`src/rtl/pe_stream_tx.sv`:
```
// Streams a block of global-buffer words into one PE input channel through a 2-entry prefetch FIFO.
// Optional feature: define TX_CHECKSUM_EN to add the checksum output and its accumulator.
module pe_stream_tx #(
    parameter int DATA_WIDTH = 16,
    parameter int ADDR_WIDTH = 8,
    parameter int PARA_WIDTH = 8
) (
    input  logic                  clk,
    input  logic                  rst,
    input  logic                  start,
    input  logic [ADDR_WIDTH-1:0] base_addr,
    input  logic [PARA_WIDTH-1:0] length,
    output logic                  start_load,
    output logic                  mem_rd_en,
    output logic [ADDR_WIDTH-1:0] mem_addr,
    input  logic [DATA_WIDTH-1:0] mem_rd_data,
    input  logic                  pe_fifo_full,
    output logic [DATA_WIDTH-1:0] data_out,
    output logic                  data_out_en,
`ifdef TX_CHECKSUM_EN
    output logic [DATA_WIDTH-1:0] checksum,
`endif
    output logic                  busy,
    output logic                  done
);

    typedef enum logic [1:0] {IDLE, LOAD, STREAM, DONE} state_t;

    state_t                state_q, state_d;
    logic [ADDR_WIDTH-1:0] addr_q;
    logic [PARA_WIDTH-1:0] len_q;
    logic [PARA_WIDTH-1:0] rd_cnt_q;
    logic [PARA_WIDTH-1:0] sent_q;
    logic                  pend_q;
    logic [DATA_WIDTH-1:0] fifo_q [2];
    logic                  wr_ptr_q;
    logic                  rd_ptr_q;
    logic [1:0]            count_q;
    logic [DATA_WIDTH-1:0] last_q;
    logic                  xfer;
    logic [2:0]            occ;

    always_comb begin
        state_d    = state_q;
        start_load = 1'b0;
        mem_rd_en  = 1'b0;
        done       = 1'b0;
        busy       = 1'b0;
        xfer       = (state_q == STREAM) && (count_q != 2'd0) && !pe_fifo_full;
        // Occupancy after this cycle's pop, so a read can replace a word leaving in the same cycle.
        occ        = {1'b0, count_q} + {2'b00, pend_q} - {2'b00, xfer};
        case (state_q)
            IDLE: begin
                if (start) state_d = LOAD;
            end
            LOAD: begin
                busy       = 1'b1;
                start_load = 1'b1;
                if (len_q != '0) begin
                    mem_rd_en = 1'b1;
                    state_d   = STREAM;
                end else begin
                    state_d = DONE;
                end
            end
            STREAM: begin
                busy = 1'b1;
                if ((rd_cnt_q < len_q) && (occ < 3'd2)) mem_rd_en = 1'b1;
                if ((sent_q + {{(PARA_WIDTH-1){1'b0}}, xfer}) == len_q) state_d = DONE;
            end
            DONE: begin
                done    = 1'b1;
                state_d = IDLE;
            end
            default: state_d = IDLE;
        endcase
    end

    assign data_out_en = xfer;
    assign data_out    = xfer ? fifo_q[rd_ptr_q] : last_q;
    assign mem_addr    = addr_q;

    always_ff @(posedge clk) begin
        if (rst) begin
            state_q  <= IDLE;
            addr_q   <= '0;
            len_q    <= '0;
            rd_cnt_q <= '0;
            sent_q   <= '0;
            pend_q   <= 1'b0;
            wr_ptr_q <= 1'b0;
            rd_ptr_q <= 1'b0;
            count_q  <= '0;
            last_q   <= '0;
            for (int unsigned i = 0; i < 2; i++) fifo_q[i] <= '0;
        end else begin
            state_q <= state_d;
            pend_q  <= mem_rd_en;
            if ((state_q == IDLE) && start) begin
                addr_q   <= base_addr;
                len_q    <= length;
                rd_cnt_q <= '0;
                sent_q   <= '0;
            end
            if (mem_rd_en) begin
                addr_q   <= addr_q + 1'b1;
                rd_cnt_q <= rd_cnt_q + 1'b1;
            end
            if (pend_q) begin
                fifo_q[wr_ptr_q] <= mem_rd_data;
                wr_ptr_q         <= ~wr_ptr_q;
            end
            if (xfer) begin
                rd_ptr_q <= ~rd_ptr_q;
                last_q   <= fifo_q[rd_ptr_q];
                sent_q   <= sent_q + 1'b1;
            end
            count_q <= count_q + {1'b0, pend_q} - {1'b0, xfer};
        end
    end

`ifdef TX_CHECKSUM_EN
    logic [DATA_WIDTH-1:0] sum_q;

    always_ff @(posedge clk) begin
        if (rst)                  sum_q <= '0;
        else if (state_q == LOAD) sum_q <= '0;
        else if (xfer)            sum_q <= sum_q + fifo_q[rd_ptr_q];
    end

    assign checksum = sum_q;
`endif

endmodule

```
`config.mk`:
```
export PLATFORM = sky130hd
export DESIGN_NAME = pe_stream_tx
export DESIGN_NICKNAME = d
export VERILOG_FILES = /design/src/rtl/pe_stream_tx.sv
export SDC_FILE = /design/constraint.sdc
export NUM_CORES = 1
export LEC_CHECK = 0
export ABC_CLOCK_PERIOD_IN_PS = 5850
export BUFFER_PORTS_ARGS = -buffer_cell sky130_fd_sc_hd__clkbuf_2
export CORE_ASPECT_RATIO = 1.1
export CORE_MARGIN = 3
export CORE_UTILIZATION = 27
export CTS_BUF_LIST = sky130_fd_sc_hd__clkbuf_4
export CTS_CLUSTER_DIAMETER = 100
export CTS_CLUSTER_SIZE = 16
export DETAILED_ROUTE_END_ITERATION = 8
export PLACE_DENSITY = 0.42
export SYNTH_ARGS = -nofsm -noshare
export SYNTH_HDL_FRONTEND = slang
export SYNTH_SLANG_ARGS = --single-unit
```
`constraint.sdc`:
```
create_clock -name clk -period 5.85 [get_ports clk]
set_clock_uncertainty 0.15 [all_clocks]
set_input_delay 0.585 -clock clk [delete_from_list [all_inputs] [get_ports clk]]
set_output_delay 0.585 -clock clk [all_outputs]
set_load 0.01 [all_outputs]
```
# == Word-level counts from Yosys, hierarchy flattened ==
# Memory sizes are Yosys's and may differ from the RTL's. A register that Yosys moved wholly into a read port is not among the register bits.
# Cells that the tools add are included.
# totals
reg_bits,55
ramBits,32
in_bits,36
elab_cells,68
memories,1
# classes
addsub,8
order_cmp,2
n_eq_ne,6
mux,26
bitwise,2
reduce_logical,13
# mem_list
name,words,width,read_ports,rd_ports_with_merged_regs,write_ports,line_no,source
fifo_q,2,16,1,1,2,35,logic [DATA_WIDTH-1:0] fifo_q [2];
# ops
operator,count
8-bit two-way mux,5
16-bit two-way mux,2
8-bit by 1-bit adder with 8-bit output (second input constant),3
16-bit OR reduction,1
1-bit two-way mux,15
8-bit by 1-bit adder with 8-bit output,1
8-bit == test,1
8-bit < comparator,1
2-bit one-hot mux with 4 select lines,1
8-bit nonzero test,1
2-bit nonzero test,3
2-bit == test (second input constant),2
1-bit logical AND,4
2-bit two-way mux,2
2-bit by 1-bit adder with 3-bit output,1
3-bit by 2-bit < comparator with 1-bit output (second input constant),1
3-bit by 1-bit subtractor with 3-bit output,1
2-bit by 1-bit adder with 2-bit output,1
2-bit by 1-bit == test with 1-bit output (second input constant),1
2-bit logical NOT,1
2-bit by 1-bit != test with 1-bit output (second input constant),1
2-bit != test (second input constant),1
1-bit inverter,2
1-bit one-hot mux with 2 select lines,1
other kinds (4),4

# == Depth between registers and ports, before layout ==
# Gate-level depths: netlist of run 1.
# depth
ltp_word,9
mapped_depth,18
mapped_depth_nobuf,15

# == Worst setup path after synthesis of run 1 ==
# Ideal clock, no wire load.
# synth_path
kind,input to output
startpoint,input port pe_fifo_full
endpoint,output port mem_rd_en
arrival_ps,2880
t_required_ps,5115
path_slack_ps,2235
stages,14
path_cell_list,nand2b_1 nor3b_1 a21o_1 ha_1 inv_1 fa_1 nand3b_1 a21oi_1 nand2_1 a21bo_1 a41oi_2 buf_6 buf_8 buf_4
# synth_between
elab_chain_len,7
# synth_lines
item,line_no,source
start: declaration,17,"input logic pe_fifo_full,"
1-bit logical NOT,49,xfer = (state_q == STREAM) && (count_q != 2'd0) && !pe_fifo_full;
1-bit logical AND,49,
3-bit by 1-bit subtractor with 3-bit output,51,"occ = {1'b0, count_q} + {2'b00, pend_q} - {2'b00, xfer};"
3-bit by 2-bit < comparator with 1-bit output,68,if ((rd_cnt_q < len_q) && (occ < 3'd2)) mem_rd_en = 1'b1;
1-bit logical AND,68,
1-bit two-way mux,68,
1-bit one-hot mux with 2 select lines,52,case (state_q)
end: declaration,14,"output logic mem_rd_en,"
# No other way between the ends.

# == Final worst setup path of run 1 ==
# layout_path
startpoint,register state_q[0]
endpoint,output port mem_rd_en
# layout_between
elab_chain_len,8
word_cells_on_any_way,9
cone_classes,add/sub: 1; order compare: 1; eq/ne: 2; mux: 2; reduce/logical: 3
# layout_lines
item,line_no,source
start: declaration,29,"state_t state_q, state_d;"
start signal: assignment,97,state_q <= state_d;
2-bit == test,"49, 52",
1-bit logical AND (2 in a row),49,
3-bit by 1-bit subtractor with 3-bit output,51,
3-bit by 2-bit < comparator with 1-bit output,68,
1-bit logical AND,68,
1-bit two-way mux,68,
1-bit one-hot mux with 2 select lines *,52,
# Mark *: on every way between the ends. The rest lies on a longest branch, timed or not.

==> flow_metrics.py, run 1 <==
metrics = {
    "timing": {
        "fin_tns_setup_ns": 0,
        "max_freq_mhz": 227,
        "final_max_slew_viol_count": 0,
        "rsz0062_at_grt": "false",
        "slew_headroom_pct": 27.6,
        "min_period_ns": 4.40,
        "final-hold-violation-count": 0,
        "finalSetupViolCount": 0,
        "worst_slew_pin_slew_ns": 1.08,
        "finalCritPeriodShare_pct": 75.3,
    },
    "global_routing": {
        "grtUsageMet3_pct": 4.18,
        "overflow": 0,
        "grt_first_pass_wirelength_mm": 17.2,
        "grt-busiest-layer": "met2",
        "met2_usage_pct": 20.2,
        "grt_max_degree": 85,
        "antenna_found_initial": 0,
        "gr-usage-met1_pct": 14.9,
        "grt_usage_pct": 12.1,
        "first_global_vias": 3273,
    },
    "worst_setup_path": {
        "startpoint_type": "flip-flop",
        "rrSetupSlack_ns": 2.09,
        "r2r-start": "state_q[0]",
        "critPathCaptureType": "primary output",
        "cp_max_fo": 40,
        "required_ns": 5.12,
        "critical_path_class": "reg -> out",
        "arrival_ns": 3.67,
        "reg2reg_depth": 16,
        "r2r-end": "rd_cnt_q[2]",
    },
    "power": {
        "p_switching_uw": 477,
        "p_comb_share_pct": 22.9,
        "power_density_nw_per_um2": 283,
        "p_sw_share_pct": 33.0,
        "power.internal_uw": 967,
        "leakagePower_nw": 1.95,
        "peakVddDrop_v": 0.000164,
        "seqPwrFrac_pct": 51.4,
        "clkPwrFrac_pct": 25.7,
    },
    "cts": {
        "cts_buffer_depth": 2,
        "cts.sinks": 88,
        "cts_buffers": 9,
        "cts_max_level": 3,
        "cts-hold-fix-buffers": 0,
        "ctsResizeCount": 0,
        "cts-root-buf": "clkbuf_4",
        "cts_setup_buffers": 0,
        "clk_pin_slew_ns": 0.15,
        "cts_tree": "built",
        "worstSkewPairLatency_ns": 0.46,
    },
    "yosys": {
        "synth-main-ff-cell": "dfxtp_1",
        "yosysSeqAreaShare_pct": 46.3,
        "yosysWarnings": 0,
        "synthArstFlopShare_pct": 0,
        "yosys.cell_types.count": 59,
        "synth_edf_count": 32,
        "syn_area_um2": 4500,
        "ys_ff_latch": 88,
        "syn_nets": 519,
        "syn_avg_cell_area_um2": 9.67,
        "postSynthCellCount": 465,
    },
    "finish": {
        "fin_area_um2": 5110,
        "post-route-util_pct": 31.8,
        "final_common_cell": "clkbuf_2",
        "area_growth_pct": 13.6,
        "drive_gt1_share_pct": 19.2,
        "n_antenna_cell": 0,
        "fin_nets": 569,
        "fillCellCount": 1657,
        "final_cell_mix": "clkbuf_2 (64), dfxtp_1 (56), nand2_1 (48), and2_1 (34), edfxtp_1 (32)",
    },
    "placement": {
        "io_buffers": 64,
        "gp_congestion": 0.751,
        "hpwlAfterDp_mm": 6.75,
        "post_dp_cell_area_um2": 4960,
    },
    "worst_hold_path": {
        "whs_path_depth": 3,
        "hold_end": "len_q[6]",
        "hp-start": "length[6]",
        "holdCritPathClass": "in -> reg",
    },
    "routing": {
        "drtIter0Drc": 155,
        "route.vias.total": 3383,
        "avgRoutedWirePerCell_um": 14.6,
        "drtAntennaViolNets": 0,
        "drtPass1Iterations": 4,
        "viasPerCell": 4.70,
        "wirelength_mm": 10.5,
        "drc": 0,
    },
    "floorplan": {
        "fp.dieW_um": 129,
        "ioPinCount": 65,
        "core_um2": 16000,
        "die_h_um": 141,
        "dieArea_um2": 18200,
        "initial_core_util_pct": 28.0,
        "floorplan.rows": 48,
    },
    "job": {
        "max_cap_violations": 0,
    },
    "run_status": {
        "status": "complete, no violations",
    },
}
-- Yosys cell counts (2+ instances only) --
master	count	area, um2
edfxtp_1	32	961
o21ai_0	31	155
and2_1	34	213
o311ai_0	2	17.5
xnor2_1	10	87.6
and3_1	7	43.8
or4b_2	2	20.0
and4bb_2	3	37.5
nor3_1	5	25.0
buf_6	2	22.5
nor2_1	19	71.3
nor4bb_1	2	20.0
dfxtp_1	56	1120
buf_2	4	20.0
a311o_1	3	30.0
o31ai_1	4	30.0
buf_4	3	22.5
nand2_1	48	180
nand2b_1	11	68.8
ha_1	17	213
a21o_1	6	45.0
buf_1	3	11.3
nor4_1	4	25.0
clkbuf_1	16	60.1
nor2b_1	19	119
a31oi_1	6	37.5
or3_1	3	18.8
xor2_1	3	26.3
or4b_1	2	20.0
inv_1	12	45.0
nor3b_1	10	75.1
a311oi_1	2	17.5
nand3_1	12	60.1
nand3b_1	10	75.1
nor2_2	2	12.5
mux2i_1	17	170
a211oi_1	4	30.0
a21oi_1	18	90.1
-- area by class of cell --
cell class / count / area (um2) / share of cell area (%)
Clock buffer: 10 / 75.1 / 1.47
Clock inverter: 6 / 75.1 / 1.47
Inverter: 13 / 48.8 / 0.956
Multi-Input combinational cell: 335 / 2220 / 43.6
Sequential cell: 88 / 2080 / 40.8
Tap cell: 200 / 250 / 4.90
Timing Repair Buffer: 68 / 350 / 6.86
-- through the flow --
step	setup slack, ns	hold slack [ns]	std cells	power (mW)
floorplan	2.23	0.299	465	0.987
detailed placement	1.87	0.331	704	1.10
finish	1.45	0.189	720	1.44
global route	1.01	0.137	720	1.56
global placement	1.95	0.322	704	1.09
CTS	1.36	0.132	720	1.48
-- cells by family (layout without fill, tap and decap cells) --
family / count (synthesis) / in the layout / share of synthesized area (%)
xor gates and xnor gates: 13 / 13 / 2.53
DFF: 88 / 88 / 46.3
muxes: 18 / 18 / 4.03
and+or+nand+nor: 201 / 201 / 25.6
adders and majority gates: 18 / 18 / 5.18
buffers and inverters: 42 / 97 / 4.45
AOI/OAI and AO/OA: 85 / 85 / 11.9
-- worst max-delay path by stage --
stage	startpoint	end	slack (ns)	depth (start not counted)
after global routing	state_q[0]	mem_rd_en	1.01	15
after CTS	state_q[0]	mem_rd_en	1.36	15
after global placement	pe_fifo_full	mem_rd_en	1.95	14
final	state_q[0]	mem_rd_en	1.45	15
after floorplan	pe_fifo_full	mem_rd_en	2.23	14
after detailed placement	pe_fifo_full	mem_rd_en	1.87	14
-- power groups by stage --
stage / sequential, mW / combinational, mW / clock [mW]
global placement: 0.755 / 0.335 / 0
floorplan: 0.746 / 0.242 / 0
global route: 0.752 / 0.380 / 0.423
CTS: 0.743 / 0.341 / 0.395
detailed placement: 0.757 / 0.340 / 0
finish: 0.742 / 0.331 / 0.372
-- critical path, cell delays in order, from the launching register on --
cell and delay, ns:
dfxtp_1 0.38, inv_1 0.14, ha_1 0.21, nand2b_1 0.16, nor3b_1 0.36, a21o_1 0.13
ha_1 0.14, inv_1 0.05, fa_1 0.50, nand3b_1 0.09, a21oi_1 0.11, nand2_1 0.06
a21bo_1 0.20, a41oi_2 0.14, buf_4 0.35, clkbuf_2 0.20
-- sequential cells by signal (all words and copies together), names as in the netlist, 2 cells and up, named ones only --
name	cells
mem_addr	8
state_q	2
fifo_q	32
len_q	8
sent_q	8
count_q	2
last_q	16
rd_cnt_q	8
-- layer usage --
| metal | share of wire [%] | vias up | wire length (um) |
|---|---|---|---|
| met5 | 0 | - | 0 |
| met4 | 1.2 | 0 | 131 |
| met3 | 4.4 | 7 | 463 |
| met2 | 48 | 59 | 5010 |
| met1 | 47 | 1582 | 4910 |
| li1 | - | 1735 | - |
No activity file was read; power rests on OpenSTA's default activity.
==> run 2: changes to the inputs <==
- ABC_CLOCK_PERIOD_IN_PS: 5850 -> 4280
- clock period: 5.85 -> 4.28 ns (I/O delays scaled with it)
==> run 2 against run 1 <==
Effect of this change:
- routed wire length up 4.3%
- highest routed layer unchanged
- combinational power up 52%
- worst setup slack worse by 1.1 ns
- critical path depth unchanged
- sequential share of layout area down 1.2 points
- power up 41%
- non-clock buffer count up 11
- register-to-register slack worse by 1.3 ns
- first-iteration DRC count up 2.6%
==> flow_metrics.py, run 2 (synthesis results as in run 1) <==
metrics = {
    "finish": {
        "largest_register": "fifo_q",
        "regArea_um2": 2080,
        "largestRegisters": "fifo_q: 32 flops, last_q: 16 flops",
        "final_common_cell": "clkbuf_2",
        "fin_nets": 580,
        "multi_input_area_um2": 2250,
        "final_cell_mix": "clkbuf_2 (64), dfxtp_1 (56), nand2_1 (48), and2_1 (34), edfxtp_1 (32)",
        "drive_gt1_share_pct": 19.6,
        "fillCellCount": 1683,
        "area_growth_pct": 17.0,
        "largest_register_ff_count": 32,
        "layout.cells.non_filler": 731,
        "n_antenna_cell": 0,
    },
    "global_routing": {
        "grt_first_pass_wirelength_mm": 17.9,
        "overflow": 0,
        "grt_max_degree": 66,
        "antenna_found_initial": 0,
        "first_global_vias": 3467,
        "grt_usage_pct": 12.4,
    },
    "routing": {
        "drc": 0,
        "wirelength_mm": 11.0,
        "route.vias.total": 3503,
        "viasPerCell": 4.79,
        "drtPass1Iterations": 4,
        "drtIter0Drc": 159,
        "drtAntennaViolNets": 0,
        "avgRoutedWirePerCell_um": 15.0,
    },
    "floorplan": {
        "die_h_um": 141,
        "ioPinCount": 65,
        "floorplan.rows": 48,
        "core_um2": 16000,
        "dieArea_um2": 18200,
        "fp.dieW_um": 129,
        "initial_core_util_pct": 28.0,
    },
    "placement": {
        "dp_slack_ns": 0.546,
        "numPlacedInstances": 705,
        "io_buffers": 64,
        "gp_congestion": 0.756,
        "hpwlAfterDp_mm": 7.06,
    },
    "worst_setup_path": {
        "arrival_ns": 3.40,
        "slowest_stage": "fa_1",
        "required_ns": 3.70,
        "startpoint_type": "flip-flop",
        "cp_max_fo": 17,
        "critical_path_class": "reg -> out",
        "critPathCaptureType": "primary output",
        "slowest_delay_ns": 0.50,
        "path_cells": "inv_1, ha_1, nand2b_4, nor3b_2, a21o_1, ha_1, inv_1, fa_1, nand3b_1, a21oi_1, nand2_1, a21bo_1, a41oi_4, buf_12, clkbuf_2",
    },
    "timing": {
        "min_period_ns": 3.98,
        "setup_slack_ns": 0.301,
        "finalSetupViolCount": 0,
        "finalCritPeriodShare_pct": 93.0,
        "worst_slew_pin_slew_ns": 1.14,
        "max_freq_mhz": 251,
        "slew_headroom_pct": 23.6,
        "final_max_slew_viol_count": 0,
        "final-hold-violation-count": 0,
    },
    "cts": {
        "cts_max_level": 3,
        "cts_tree": "built",
        "cts_buffer_depth": 2,
        "cts.sinks": 88,
        "worstSkewPairLatency_ns": 0.48,
        "clk_pin_slew_ns": 0.16,
        "cts-root-buf": "clkbuf_4",
        "cts_buffers": 9,
    },
    "job": {
        "max_cap_violations": 0,
    },
    "worst_hold_path": {
        "holdCritPathClass": "in -> reg",
    },
    "run_status": {
        "status": "complete, no violations",
    },
    "power": {
        "power_density_nw_per_um2": 386,
        "leakagePower_nw": 2.01,
        "peakVddDrop_v": 0.000168,
    },
}
## run 2: worst max-delay path: cells and delay by family (launching register included)
family / cells / cell delay, ns
adders and majority gates: 3 / 0.90
AOI/OAI and AO/OA: 4 / 0.69
buffers and inverters: 4 / 0.53
and+or+nand+nor: 4 / 0.46
DFF: 1 / 0.37
## run 2: timing repair
item / 4_1_cts / 5_1_grt
setup endpoints to repair: 1 / 1
hold buffers: 8 / 0
cloned: 0 / 1
resized for setup: 1 / 5
pin swaps: 0 / 1
setup buffers: 0 / 1
endpoints found under the hold margin: 8 / 0
## run 2: power by group
group	internal (mW)	total [mW]	switching (mW)
combinational	0.216	0.504	0.288
clock	0.186	0.511	0.326
sequential	0.941	1.02	0.0749
total	1.34	2.03	0.689
## run 2: stage by stage
stage / power (mW) / hold WS (ns) / instance area [um2] / TNS (ns) / utilization (%)
final: 2.03 / 0.0754 / 5260 / 0 / 32.8
after global routing: 2.17 / 0.0373 / 5260 / -0.0157 / 32.8
after CTS: 2.04 / 0.0289 / 5190 / 0 / 32.4
after detailed placement: 1.50 / 0.339 / 4960 / 0 / 31.0
after global placement: 1.49 / 0.321 / 4960 / 0 / 31.0
after floorplan: 1.35 / 0.299 / 4500 / 0 / -
## run 2: per-layer routing
metal  vias up  track usage, %  wire, um  share of wire [%]
met1      1669            15.5      5170                 47
li1       1759               -         -                  -
met3         9            3.31       424                3.9
met5         -               0         0                  0
met2        66            20.9      5210                 48
met4         0            3.98       153                1.4
## run 2: path summary, 6_finish.rpt
kind                        start            end  slack [ns]  depth (start not counted)
setup / recovery       state_q[0]      mem_rd_en        0.30                         15
hold / removal    mem_rd_data[11]  fifo_q[1][11]        0.08                          2
setup reg to reg       state_q[0]    rd_cnt_q[2]        0.79                         16
hold reg to reg          len_q[7]       len_q[7]        0.35                          2
## run 2: cell type report
type                            instances  area share (%)
Inverter                               13           0.928
Clock buffer                            9            1.28
Sequential cell                        88            39.6
Clock inverter                          7            1.52
Multi-Input combinational cell        335            42.7
Tap cell                              200            4.76
Timing Repair Buffer                   79            9.18
